<file path="src/rtl/pc_ir_unit_pkg.sv">
// Shared CPU definitions: opcodes, next-PC select encodings and the fetch FSM state type.
package cpu_pkg;

  localparam logic [5:0] R_TYPE = 6'b000000;
  localparam logic [5:0] ADDI   = 6'b001000;
  localparam logic [5:0] BEQ    = 6'b000100;
  localparam logic [5:0] BNE    = 6'b000101;
  localparam logic [5:0] J      = 6'b000010;

  localparam logic [1:0] PCSRC_ALU    = 2'b00;
  localparam logic [1:0] PCSRC_ALUOUT = 2'b01;
  localparam logic [1:0] PCSRC_JUMP   = 2'b10;

  localparam logic [31:0] NOP_INSTR = 32'h0000_0000;

  typedef enum logic {
    FETCH_IDLE = 1'b0,
    FETCH_WAIT = 1'b1
  } fetch_state_e;

endpackage

</file>
<file path="src/rtl/pc_ir_unit_if.sv">
// Instruction-memory read handshake: level request held until a one-cycle ready pulse.
interface pc_ir_unit_if;
  logic        mem_rd_req;
  logic [31:0] mem_addr;
  logic [31:0] mem_rdata;
  logic        mem_ready;

  modport master (
    output mem_rd_req,
    output mem_addr,
    input  mem_rdata,
    input  mem_ready
  );

  modport slave (
    input  mem_rd_req,
    input  mem_addr,
    output mem_rdata,
    output mem_ready
  );
endinterface

</file>
<file path="src/rtl/pc_ir_unit_ifetch_fsm.sv">
// Fetch sequencer: issues the memory read, counts wait cycles, raises stall and the sticky error.
module ifetch_fsm
  import cpu_pkg::*;
#(
  parameter logic [31:0] RESET_PC = 32'h0000_0000,
  parameter int unsigned TIMEOUT  = 16
) (
  input  logic                clk,
  input  logic                rst_n,
  input  logic                ir_write,
  input  logic [31:0]         fetch_addr,
  pc_ir_unit_if.master        mem,
  output logic                stall,
  output logic                fetch_err,
  output logic                ir_we,
  output logic [31:0]         ir_wdata
);

  localparam int unsigned    CNT_W    = (TIMEOUT > 1) ? $clog2(TIMEOUT) : 1;
  localparam logic [CNT_W-1:0] CNT_LAST = CNT_W'(TIMEOUT - 1);

  fetch_state_e     state_q, state_d;
  logic [CNT_W-1:0] cnt_q, cnt_d;
  logic             req_q, req_d;
  logic [31:0]      addr_q, addr_d;
  logic             err_q, err_d;
  logic             aligned;

  always_comb begin
    aligned  = (fetch_addr[1:0] == 2'b00);
    state_d  = state_q;
    cnt_d    = cnt_q;
    req_d    = req_q;
    addr_d   = addr_q;
    err_d    = err_q;
    stall    = 1'b0;
    ir_we    = 1'b0;
    ir_wdata = NOP_INSTR;

    case (state_q)
      FETCH_IDLE: begin
        if (ir_write) begin
          if (aligned) begin
            state_d = FETCH_WAIT;
            cnt_d   = '0;
            req_d   = 1'b1;
            addr_d  = fetch_addr;
            stall   = 1'b1;
          end else begin
            // Misaligned fetch never reaches memory; IR gets a NOP instead.
            ir_we = 1'b1;
            err_d = 1'b1;
          end
        end
      end
      FETCH_WAIT: begin
        if (mem.mem_ready) begin
          ir_we    = 1'b1;
          ir_wdata = mem.mem_rdata;
          req_d    = 1'b0;
          state_d  = FETCH_IDLE;
        end else begin
          stall = 1'b1;
          if (cnt_q == CNT_LAST) begin
            ir_we   = 1'b1;
            err_d   = 1'b1;
            req_d   = 1'b0;
            state_d = FETCH_IDLE;
          end else begin
            cnt_d = cnt_q + 1'b1;
          end
        end
      end
      default: state_d = FETCH_IDLE;
    endcase
  end

  always_ff @(posedge clk or negedge rst_n) begin
    if (!rst_n) begin
      state_q <= FETCH_IDLE;
      cnt_q   <= '0;
      req_q   <= 1'b0;
      addr_q  <= RESET_PC;
      err_q   <= 1'b0;
    end else begin
      state_q <= state_d;
      cnt_q   <= cnt_d;
      req_q   <= req_d;
      addr_q  <= addr_d;
      err_q   <= err_d;
    end
  end

  assign mem.mem_rd_req = req_q;
  assign mem.mem_addr   = addr_q;
  assign fetch_err      = err_q;

endmodule

</file>
<file path="src/rtl/pc_ir_unit.sv">
// PC / IR stage of the multicycle CPU: next-PC mux, PC and IR registers, fetch sequencer.
module pc_ir_unit
  import cpu_pkg::*;
#(
  parameter logic [31:0] RESET_PC = 32'h0000_0000,
  parameter int unsigned TIMEOUT  = 16
) (
  input  logic         clk,
  input  logic         reset,
  input  logic         PCWrite,
  input  logic         PCWriteCond,
  input  logic [1:0]   PCSource,
  input  logic         IorD,
  input  logic         IRWrite,
  input  logic [31:0]  alu_result,
  input  logic [31:0]  alu_out,
  input  logic         alu_zero,
  pc_ir_unit_if.master mem,
  output logic [31:0]  pc,
  output logic [31:0]  instr,
  output logic [5:0]   opCode,
  output logic         stall,
  output logic         fetch_err
);

  logic [31:0] pc_q, pc_d;
  logic [31:0] instr_q, instr_d;
  logic [31:0] fetch_addr;
  logic        pc_load;
  logic        ir_we;
  logic [31:0] ir_wdata;

  assign fetch_addr = IorD ? alu_out : pc_q;

  ifetch_fsm #(
    .RESET_PC (RESET_PC),
    .TIMEOUT  (TIMEOUT)
  ) u_ifetch (
    .clk        (clk),
    .rst_n      (reset),
    .ir_write   (IRWrite),
    .fetch_addr (fetch_addr),
    .mem        (mem),
    .stall      (stall),
    .fetch_err  (fetch_err),
    .ir_we      (ir_we),
    .ir_wdata   (ir_wdata)
  );

  // Loads during a stall are dropped; the control FSM re-presents them.
  assign pc_load = (PCWrite | (PCWriteCond & alu_zero)) & ~stall;

  always_comb begin
    pc_d = pc_q;
    if (pc_load) begin
      case (PCSource)
        PCSRC_ALU:    pc_d = alu_result;
        PCSRC_ALUOUT: pc_d = alu_out;
        PCSRC_JUMP:   pc_d = {pc_q[31:28], instr_q[25:0], 2'b00};
        default:      pc_d = pc_q;
      endcase
    end
    instr_d = ir_we ? ir_wdata : instr_q;
  end

  always_ff @(posedge clk or negedge reset) begin
    if (!reset) begin
      pc_q    <= RESET_PC;
      instr_q <= NOP_INSTR;
    end else begin
      pc_q    <= pc_d;
      instr_q <= instr_d;
    end
  end

  assign pc     = pc_q;
  assign instr  = instr_q;
  assign opCode = instr_q[31:26];

endmodule

</file>
<file path="src/flat_wrapper.sv">
// flat-port wrapper written by rule: the top's interface ports become plain ports
module pc_ir_unit_flat import cpu_pkg::*;
#(
  parameter logic [31:0] RESET_PC = 32'h0000_0000,
  parameter int unsigned TIMEOUT  = 16
)
  (clk, reset, PCWrite, PCWriteCond, PCSource, IorD, IRWrite, alu_result, alu_out, alu_zero, pc, instr, opCode, stall, fetch_err, mem_mem_rd_req, mem_mem_addr, mem_mem_rdata, mem_mem_ready);
  pc_ir_unit_if mem_i ();
  input  logic clk;
  input  logic reset;
  input  logic PCWrite;
  input  logic PCWriteCond;
  input  logic [1:0] PCSource;
  input  logic IorD;
  input  logic IRWrite;
  input  logic [31:0] alu_result;
  input  logic [31:0] alu_out;
  input  logic alu_zero;
  output logic [31:0] pc;
  output logic [31:0] instr;
  output logic [5:0] opCode;
  output logic stall;
  output logic fetch_err;
  output wire logic [$bits(mem_i.mem_rd_req)-1:0] mem_mem_rd_req;
  output wire logic [$bits(mem_i.mem_addr)-1:0] mem_mem_addr;
  input wire logic [$bits(mem_i.mem_rdata)-1:0] mem_mem_rdata;
  input wire logic [$bits(mem_i.mem_ready)-1:0] mem_mem_ready;
  assign mem_mem_rd_req = mem_i.mem_rd_req;
  assign mem_mem_addr = mem_i.mem_addr;
  assign mem_i.mem_rdata = mem_mem_rdata;
  assign mem_i.mem_ready = mem_mem_ready;
  pc_ir_unit #(.RESET_PC(RESET_PC), .TIMEOUT(TIMEOUT)) u_core (.clk(clk), .reset(reset), .PCWrite(PCWrite), .PCWriteCond(PCWriteCond), .PCSource(PCSource), .IorD(IorD), .IRWrite(IRWrite), .alu_result(alu_result), .alu_out(alu_out), .alu_zero(alu_zero), .mem(mem_i), .pc(pc), .instr(instr), .opCode(opCode), .stall(stall), .fetch_err(fetch_err));
endmodule
</file>
<file path="config.mk">
export PLATFORM = sky130hd
export DESIGN_NAME = pc_ir_unit_flat
export DESIGN_NICKNAME = d
export VERILOG_FILES = /design/src/rtl/pc_ir_unit_pkg.sv /design/src/rtl/pc_ir_unit_if.sv /design/src/rtl/pc_ir_unit_ifetch_fsm.sv /design/src/rtl/pc_ir_unit.sv /design/src/flat_wrapper.sv
export SDC_FILE = /design/constraint.sdc
export NUM_CORES = 1
export LEC_CHECK = 0
export ABC_AREA = 0
export CELL_PAD_IN_SITES_DETAIL_PLACEMENT = 1
export CELL_PAD_IN_SITES_GLOBAL_PLACEMENT = 2
export CORE_AREA = 2 2 150 152
export CTS_BUF_LIST = sky130_fd_sc_hd__clkbuf_4 sky130_fd_sc_hd__clkbuf_8 sky130_fd_sc_hd__clkbuf_16
export DETAILED_ROUTE_END_ITERATION = 6
export DIE_AREA = 0 0 152 154
export HOLD_SLACK_MARGIN = 0.12
export PLACE_DENSITY = 0.85
export SLEW_MARGIN = 20
export SYNTH_ARGS = -nofsm -noshare
export SYNTH_HDL_FRONTEND = slang
export SYNTH_SLANG_ARGS = --single-unit
</file>
<file path="constraint.sdc">
create_clock -name clk -period 2.2 [get_ports clk]
set_input_delay 0.66 -clock clk [delete_from_list [all_inputs] [get_ports clk]]
set_output_delay 0.66 -clock clk [all_outputs]
set_load 0.01 [all_outputs]
</file>
==> flow_metrics.py, run 1 <==
metrics = {
    "clock_network": {
        "cts_buffers": 9,
        "clockBufferDepth": 2,
        "clk_latency_ps": 350,
        "cts_tree": "done",
        "clk_pin_slew_worst_paths_ps": 70,
        "cts_root_buf": "clkbuf_16",
        "cts_max_level": 3,
        "clock-sinks": 103,
    },
    "outcome": {
        "outcome": "complete, no violations",
    },
    "synthesis": {
        "yosysMostFrequentCell": "dfrtp_1",
        "ys.flop_type": "dfrtp_1",
        "yosysTopAreaCell": "dfrtp_1",
        "syn-mean-instance-area_sq_um": 11.22,
        "synth_top_area_share_pct": 52.46,
        "async_flop_share_pct": 100.0,
        "synth_cell_types": 39,
        "ys_top_cells_by_area": "dfrtp_1 52%, mux2_4 6.1%, mux2i_1 6.1%",
        "synth.cell_area_sq_um": 4913,
        "synth-edff-count": 0,
        "synth_fp_nets": 549,
        "synthTopCellsByCount": "103 x dfrtp_1, 35 x o21ai_0, 32 x a22o_1, 32 x nand2_1",
        "synth_seq_cells": 103,
        "synthCells": 438,
        "ys_warn_count": 0,
        "yosysSeqAreaShare_pct": 52.46,
    },
    "global_route": {
        "track_usage_pct": 15.20,
        "grtUsageMet3_pct": 4.312,
        "grt_pass1_vias": 4664,
        "grt_pass1_wl_mm": 27.87,
        "met1_usage_pct": 19.44,
        "grtUsageMet2_pct": 25.48,
        "grt.busiest_layer": "met2",
        "antenna_found_initial": 0,
        "grt_max_degree": 49,
        "gr-total-overflow": 0,
    },
    "power_and_ir_drop": {
        "cellLeakagePower_nw": 3.425,
        "ir_worst_vdd_mv": 0.3511,
        "power.density_nw_per_um2": 959.1,
    },
    "finish": {
        "stdcell_count": 937,
        "n_antenna_cell": 0,
        "drive_gt1_share_pct": 14.61,
        "fin_area_sq_um": 7825,
        "fin_util_pct": 36.08,
        "nNetsFinal": 763,
        "area_delta_synth_final_pct": 59.26,
    },
    "detailed_routing": {
        "vias": 4275,
        "wl_mm": 17.54,
        "wl_per_cell_um": 18.72,
        "remaining_drc_errors": 0,
        "firstDrtPassIters": 4,
        "drt-initial-drc-count": 112,
        "routed_via_density": 4.562,
        "postRouteAntennaNets": 0,
    },
    "sta": {
        "rsz0062_at_grt": "no",
        "setup_ws_ps": 42.74,
        "max-slew-margin-rel_pct": 67.02,
        "min_period_over_period_pct": 98.06,
        "max_freq_mhz": 463.6,
        "holdWs_ps": 188.6,
        "setup_viol": 0,
        "maxSlewViolCount": 0,
        "fin_skew_ps": 9.591,
        "finalCriticalPeriod_ps": 2157,
        "hold_viol": 0,
        "worst_slew_pin_slew_ps": 494.7,
    },
    "die": {
        "core_sq_um": 21690,
        "io_pins": 211,
        "die_area_sq_um": 23410,
        "die_y_um": 154,
        "die_w_um": 152,
        "rows": 54,
        "start_util_pct": 22.65,
    },
    "min_path": {
        "hold_class": "primary input to async pin",
    },
    "run": {
        "drv_cap": 0,
    },
    "place": {
        "pre_cts_slack_ps": -637.0,
        "place_inst": 919,
        "routabilityCongestion": 0.7143,
        "hpwl_mm": 12.89,
        "portBuffers": 210,
        "place_area_sq_um": 7537,
    },
    "worst_setup_path": {
        "worstPathRequired_ps": 1540,
        "cp_data_arrival_time_ps": 1500,
        "crit_path_max_fanout": 2,
        "cp-end-kind": "output port",
        "startpoint_type": "primary input",
        "path_class": "primary input to output port",
    },
}
==> critical path: stages <==
cell and delay, ps:
dlygate4sd2_1 270, nor3b_4 260, o21ai_4 80, nand2_1 90
buf_2 140
==> path summary, 6_finish.rpt <==
path                                                                   start                                      endpoint  slack (ps)  depth (start not counted)
worst max register to register          u_core.u_ifetch.cnt_q[0]$_DFFE_PN0P_                   u_core.instr[5]$_DFFE_PN0P_         310                          6
min in group clk                u_core.u_ifetch.mem.mem_addr[26]$_DFFE_PN0P_  u_core.u_ifetch.mem.mem_addr[26]$_DFFE_PN0P_         480                          2
worst min register to register  u_core.u_ifetch.mem.mem_addr[26]$_DFFE_PN0P_  u_core.u_ifetch.mem.mem_addr[26]$_DFFE_PN0P_         480                          2
worst min-delay path                                                   reset   u_core.u_ifetch.mem.mem_addr[0]$_DFFE_PN0P_         190                          1
worst max-delay path                                              alu_out[1]                                         stall          40                          5
max in group asynchronous                                              reset                   u_core.instr[9]$_DFFE_PN0P_        1460                          2
==> cell families (layout without fill, tap and decap cells) <==
group	after synthesis	after routing	synth area share [%]
compound gates	134	134	18.03
flops	103	103	52.46
simple gates	87	87	8.505
mux	60	60	14.52
buf+inv	48	267	5.042
fa+ha+maj	5	5	1.273
xor+xnor	1	1	0.1783
==> what timing repair did <==
item | 4_1_cts | 5_1_grt
cloned | 0 | 0
buffers inserted | 1 | 1
gates resized for setup | 10 | 0
hold buffers | 0 | 0
endpoints found under the setup margin | 44 | 1
pin swaps | 2 | 2
==> stage by stage <==
step	total power [mW]	TNS (ps)
2_1_floorplan	4.101	0
3_3_place_gp	5.967	-22520
3_5_place_dp	6.052	-26860
4_1_cts	7.640	0
5_1_grt	7.962	0
6_report	7.505	0
==> layout make-up <==
class / instances / area (sq um)
clock buffer: 13 / 255.2
clock inverter: 3 / 20.02
fill: 2382 / 13860
inverter: 7 / 26.28
multi-input combinational: 287 / 2131
sequential: 103 / 2577
tap: 280 / 350.3
timing repair buffer: 244 / 2465
==> power breakdown <==
group / internal (mW) / total [mW] / switching [mW] / leakage, nW
clock: 0.819 / 1.55 / 0.734 / 0.134
combinational: 1.78 / 3.04 / 1.27 / 1.98
sequential: 2.48 / 2.91 / 0.427 / 1.31
total: 5.08 / 7.51 / 2.43 / 3.43
==> cell usage in the layout, fill, tap and decap left out, drive strengths merged <==
cell / netlist / layout
a22oi: 26 / 26
mux2i: 30 / 30
o311ai: 1 / 1
buf: 16 / 37
a221o: 1 / 1
nor3: 4 / 4
inv: 7 / 7
clkinv: 0 / 1
a31o: 1 / 1
a31oi: 4 / 4
nand2b: 1 / 1
nand4b: 1 / 1
nand2: 33 / 33
clkinvlp: 0 / 2
dfrtp: 103 / 103
or2b: 1 / 1
xor2: 1 / 1
a21oi: 31 / 31
o21a: 1 / 1
nand3: 7 / 7
a22o: 32 / 32
dlygate4sd2: 0 / 4
and2: 4 / 4
ha: 5 / 5
nor2b: 4 / 4
mux2: 30 / 30
clkbuf: 25 / 13
nor2: 28 / 28
and3: 3 / 3
nor3b: 1 / 1
clkdlybuf4s50: 0 / 203
a21o: 1 / 1
o21ai: 36 / 36
==> sequential cells by signal, summed over array words and instances (netlist names) <==
register and flops:
u_core.instr 32, u_core.u_ifetch.state_q 1, u_core.u_ifetch.fetch_err 1, u_core.pc 32
u_core.u_ifetch.cnt_q 4, u_core.u_ifetch.mem.mem_addr 32, u_core.u_ifetch.mem.mem_rd_req 1
==> per-layer routing <==
| layer | part of all wire (%) | up-vias |
|---|---|---|
| met1 | 45 | 2126 |
| li1 | - | 1991 |
| met2 | 48 | 143 |
| met4 | 1.1 | 0 |
| met3 | 6.0 | 15 |
| met5 | 0 | - |
Note: power is estimated with default switching activity, not from simulation.
==> run 2, diff against run 1 <==
Settings changed: MAX_ROUTING_LAYER set to met4.
==> run 2 against run 1 <==
Net effect:
- clock skew shrank 1.2 ps
- combinational power is essentially flat
- sequential share of layout area is the same
- critical endpoint unchanged
- sequential power is essentially flat
- setup slack gained 2.1 ps
- largest power group unchanged
- core utilization is the same
- largest cell class unchanged
==> flow_metrics.py, run 2 (synthesis results as in run 1) <==
metrics = {
    "power_and_ir_drop": {
        "power.density_nw_per_um2": 959.4,
        "ir_worst_vdd_mv": 0.3552,
        "p_total_mw": 7.507,
        "cellLeakagePower_nw": 3.425,
    },
    "worst_setup_path": {
        "cp-end-kind": "output port",
        "rr_worst_depth": 5,
        "startpoint_type": "primary input",
        "path_class": "primary input to output port",
        "crit_path_max_fanout": 2,
        "rrSetupSlack_ps": 330,
        "worstPathRequired_ps": 1540,
        "crit_start": "alu_out[1]",
        "worstReg2RegStart": "u_core.pc[0]$_DFFE_PN0P_",
        "cp_data_arrival_time_ps": 1500,
        "timing.rr.end": "u_core.pc[28]$_DFFE_PN0P_",
    },
    "clock_network": {
        "clock-sinks": 103,
        "clockBufferDepth": 2,
        "cts_max_level": 3,
        "cts_tree": "done",
        "clk_latency_ps": 350,
        "clk_pin_slew_worst_paths_ps": 70,
        "cts_root_buf": "clkbuf_16",
        "cts_buffers": 9,
    },
    "detailed_routing": {
        "remaining_drc_errors": 0,
        "firstDrtPassIters": 5,
        "drt-initial-drc-count": 93,
        "vias": 4276,
        "wl_per_cell_um": 18.78,
        "routed_via_density": 4.564,
        "wl_mm": 17.59,
        "postRouteAntennaNets": 0,
    },
    "die": {
        "die_w_um": 152,
        "die_y_um": 154,
        "die_area_sq_um": 23410,
        "core_sq_um": 21690,
        "rows": 54,
        "io_pins": 211,
        "start_util_pct": 22.65,
    },
    "sta": {
        "fin_tns_setup_ps": 0,
        "worst_slew_pin_slew_ps": 492.4,
        "rsz0062_at_grt": "no",
        "fin_skew_ps": 8.440,
        "maxSlewViolCount": 0,
        "setup_viol": 0,
        "max_freq_mhz": 464.0,
        "holdWs_ps": 186.7,
        "finalCriticalPeriod_ps": 2155,
        "hold_viol": 0,
        "min_period_over_period_pct": 97.96,
        "max-slew-margin-rel_pct": 67.18,
    },
    "global_route": {
        "gr-total-overflow": 0,
        "grt_pass1_wl_mm": 27.86,
        "track_usage_pct": 15.67,
        "antenna_found_initial": 0,
        "grt_max_degree": 49,
        "grt_pass1_vias": 4684,
    },
    "place": {
        "routabilityCongestion": 0.7225,
        "hpwl_mm": 12.89,
        "place_inst": 919,
        "portBuffers": 210,
    },
    "min_path": {
        "hold_class": "primary input to async pin",
    },
    "finish": {
        "final_common_cell": "clkdlybuf4s50_1",
        "stdcell_count": 937,
        "nNetsFinal": 763,
        "n_antenna_cell": 0,
        "area_delta_synth_final_pct": 59.26,
        "final_cell_mix": "203 x clkdlybuf4s50_1, 103 x dfrtp_1, 35 x o21ai_0, 32 x nand2_1, 32 x a22o_1",
        "fin_util_pct": 36.08,
        "drive_gt1_share_pct": 14.61,
    },
    "outcome": {
        "outcome": "complete, no violations",
    },
    "run": {
        "drv_cap": 0,
    },
}
==> run 2: through the flow <==
| step | setup slack, ps | area (sq um) |
|---|---|---|
| floorplan | 10.41 | 4927 |
| global placement | -630.4 | 7537 |
| detailed placement | -637.0 | 7537 |
| CTS | 25.42 | 7818 |
| global route | 15.44 | 7825 |
| finish | 44.88 | 7825 |
==> run 2: cell type report <==
type | instances | area (sq um)
fillers | 2382 | 13860
multi-input cells | 287 | 2131
clock inverters | 3 | 20.02
repair buffers | 244 | 2465
inverters | 7 | 26.28
well taps | 280 | 350.3
clock buffers | 13 | 255.2
flip-flops and latches | 103 | 2577
==> run 2: worst max-delay path, stage by stage <==
cell           delay, ps
dlygate4sd2_1        270
nor3b_4              260
o21ai_4               80
nand2_1               90
buf_2                140
==> run 2: worst max-delay path by stage <==
| stage | to | slack (ps) | depth (start not counted) |
|---|---|---|---|
| 2_1_floorplan | stall | 10 | 6 |
| 3_3_place_gp | stall | -630 | 5 |
| 3_5_place_dp | stall | -640 | 5 |
| 4_1_cts | stall | 30 | 5 |
| 5_1_grt | stall | 20 | 5 |
| 6_report | stall | 40 | 5 |
==> run 2: timing repair <==
item                       in CTS  in global routing
resized for setup              10                  0
setup buffers                   1                  1
pin swaps                       2                  2
setup endpoints to repair      44                  1
hold buffers                    0                  0
==> run 2: report_power, final <==
| part | switching (mW) | internal [mW] |
|---|---|---|
| combinational | 1.27 | 1.78 |
| sequential | 0.428 | 2.48 |
| clock | 0.735 | 0.820 |
| total | 2.43 | 5.08 |
==> run 2: metal layers <==
metal | global-route usage, % | vias up | wire length (um) | share of wire (%)
li1 | - | 1990 | - | -
met1 | 19.65 | 2118 | 8002 | 45
met2 | 25.61 | 147 | 8391 | 48
met3 | 3.861 | 21 | 995 | 5.7
met4 | 3.605 | 0 | 203 | 1.2
met5 | - | - | 0 | 0
==> run 3, diff against run 2 <==
Settings changed: CORE_AREA 2 2 150 152 to 10 10 158 160, DIE_AREA 0 0 152 154 to 0 0 168 170.
==> run 3 against run 2 <==
Net effect:
- count of clock-buffer cells in the layout is 1 lower
- final cell count fell by 0.11%
- design area up 0.40%
- sequential share of layout area down 0.13 points
- non-clock buffer count fell by 1
- fmax is 0.83% higher
- sequential power about the same
- hold slack better by 290 ps
- die area rose by 22%
- register-to-register slack gained 30 ps
==> flow_metrics.py, run 3 (synthesis results as in run 1) <==
metrics = {
    "outcome": {
        "outcome": "complete, no violations",
    },
    "die": {
        "rows": 54,
        "die_w_um": 168,
        "die_area_sq_um": 28560,
        "io_pins": 211,
        "start_util_pct": 22.65,
        "die_y_um": 170,
        "core_sq_um": 21690,
    },
    "power_and_ir_drop": {
        "ir_worst_vdd_mv": 0.3687,
        "power.density_nw_per_um2": 975.4,
        "p_total_mw": 7.663,
        "switchingPower_mw": 2.453,
        "internal_power_mw": 5.209,
        "pwr-share-clk_pct": 21.7,
        "switching_share_pct": 32.02,
        "seqPwrFrac_pct": 37.8,
        "cellLeakagePower_nw": 3.455,
        "power_frac_comb_pct": 40.5,
    },
    "sta": {
        "maxSlewViolCount": 0,
        "setup_ws_ps": 62.65,
        "setup_viol": 0,
        "max_freq_mhz": 467.9,
        "max-slew-margin-rel_pct": 71.72,
        "fin_skew_ps": 7.330,
        "worst_slew_pin_slew_ps": 424.2,
        "min_period_over_period_pct": 97.15,
        "hold_viol": 0,
        "rsz0062_at_grt": "no",
        "finalCriticalPeriod_ps": 2137,
    },
    "worst_setup_path": {
        "path_buf_inv": 2,
        "cp_data_arrival_time_ps": 1480,
        "path_class": "primary input to output port",
        "rr_worst_depth": 6,
        "crit_path_max_fanout": 2,
        "cp-end-kind": "output port",
        "path_cells": "dlygate4sd2_1 -> nor3b_4 -> o21ai_4 -> nand2_1 -> buf_4",
        "crit_slowest_cell": "dlygate4sd2_1",
        "startpoint_type": "primary input",
        "timing.rr.end": "u_core.pc[1]$_DFFE_PN0P_",
        "slowest_delay_ps": 280,
        "crit_cells": 5,
        "path_delay_family": "buffers and inverters",
        "worstPathRequired_ps": 1540,
        "worstReg2RegStart": "u_core.pc[0]$_DFFE_PN0P_",
        "rrSetupSlack_ps": 360,
    },
    "detailed_routing": {
        "remaining_drc_errors": 0,
        "drt-met1-wl_mm": 8.232,
        "wl_per_cell_um": 20.51,
        "routed_via_density": 4.501,
        "firstDrtPassIters": 4,
        "wl_met2_mm": 9.238,
        "highest_layer": "met4",
        "vias": 4213,
        "postRouteAntennaNets": 0,
        "wl_met3_mm": 1.587,
        "wl_mm": 19.20,
        "drt-initial-drc-count": 200,
    },
    "run": {
        "drv_cap": 0,
    },
    "clock_network": {
        "clock-sinks": 103,
        "cts_tree": "done",
        "clk_latency_ps": 350,
        "cts_buffers": 9,
        "clk_pin_slew_worst_paths_ps": 70,
        "cts_max_level": 3,
        "clockBufferDepth": 2,
        "cts_root_buf": "clkbuf_16",
    },
    "global_route": {
        "grt_pass1_wl_mm": 29.39,
        "grt_max_degree": 52,
        "grt_pass1_vias": 4685,
        "antenna_found_initial": 0,
        "gr-total-overflow": 0,
        "track_usage_pct": 13.58,
    },
    "finish": {
        "register_area_sq_um": 2577,
        "final_cell_mix": "203 x clkdlybuf4s50_1, 103 x dfrtp_1, 35 x o21ai_0, 32 x nand2_1, 32 x a22o_1",
        "stdcell_count": 936,
        "fill_cells": 2374,
        "drive_gt1_share_pct": 14.33,
        "fin_util_pct": 36.22,
        "nNetsFinal": 762,
        "fin_area_sq_um": 7856,
        "final_common_cell": "clkdlybuf4s50_1",
        "area_delta_synth_final_pct": 59.89,
        "multi_input_area_sq_um": 2128,
        "n_antenna_cell": 0,
    },
    "place": {
        "hpwl_mm": 14.22,
        "portBuffers": 210,
        "place_area_sq_um": 7532,
        "place_inst": 917,
        "routabilityCongestion": 0.7041,
        "pre_cts_slack_ps": -658.3,
    },
    "min_path": {
        "holdPathStages": 2,
        "min_from": "u_core.u_ifetch.mem.mem_addr[14]$_DFFE_PN0P_",
        "whs_endpoint": "u_core.u_ifetch.mem.mem_addr[14]$_DFFE_PN0P_",
        "hold_class": "register to register",
    },
}
[run 3: cell count changes in the layout (fill, tap and decap cells not counted), sizes merged]
cell          previous run  this run
buf                     37        35
bufinv                   0         1
clkinvlp                 2         0
dlygate4sd2              4         2
dlymetal6s2s             0         1
dlygate4sd3              0         1
clkinv                   1         3
[run 3: power groups by stage]
stage	Clock, mW	Sequential, mW	Combinational, mW
3_5_place_dp	0	2.93	3.16
2_1_floorplan	0	3.14	0.963
4_1_cts	1.74	2.91	3.18
5_1_grt	1.80	3.00	3.38
3_3_place_gp	0	2.90	3.13
6_report	1.66	2.90	3.11
[run 3: cell type report]
type,count,area share [%]
inverter,7,0.3344
clock inverter,4,0.5733
timing repair buffer,243,31.50
tap,280,4.459
clock buffer,12,3.233
sequential,103,32.81
multi-input combinational,287,27.09
[run 3: how the worst max path moves through the flow]
stage | from | endpoint | slack, ps
detailed placement | alu_out[1] | stall | -660
global placement | alu_out[1] | stall | -610
CTS | mem_mem_ready | stall | 9
floorplan | IorD | stall | 10
finish | alu_out[0] | stall | 60
global route | alu_out[0] | stall | 5
[run 3: routing by layer]
layer,track usage [%],vias up
li1,-,1994
met4,2.498,0
met3,5.344,11
met1,15.77,2069
met2,22.00,139
met5,-,-
[run 3: what timing repair did]
item / in CTS / in global routing
pin swaps: 1 / 2
hold buffers: 1 / 0
resized for setup: 10 / 3
setup endpoints to repair: 48 / 1
endpoints found under the hold margin: 1 / 0
buffers inserted: 1 / 1
[run 3: worst reg2reg max path, delay by kind of cell, from the launching register on]
kind                   cells  cell delay (ps)
and+or+nand+nor            1               80
DFF                        1              410
buffers and inverters      2              830
AOI/OAI and AO/OA          3              450
[run 3: stage by stage]
| stage | hold slack, ps | TNS [ps] |
|---|---|---|
| detailed placement | 468.2 | -26380 |
| global route | 509.1 | 0 |
| finish | 480.6 | 0 |
| global placement | 461.5 | -20820 |
| CTS | 486.1 | 0 |
| floorplan | 364.4 | 0 |
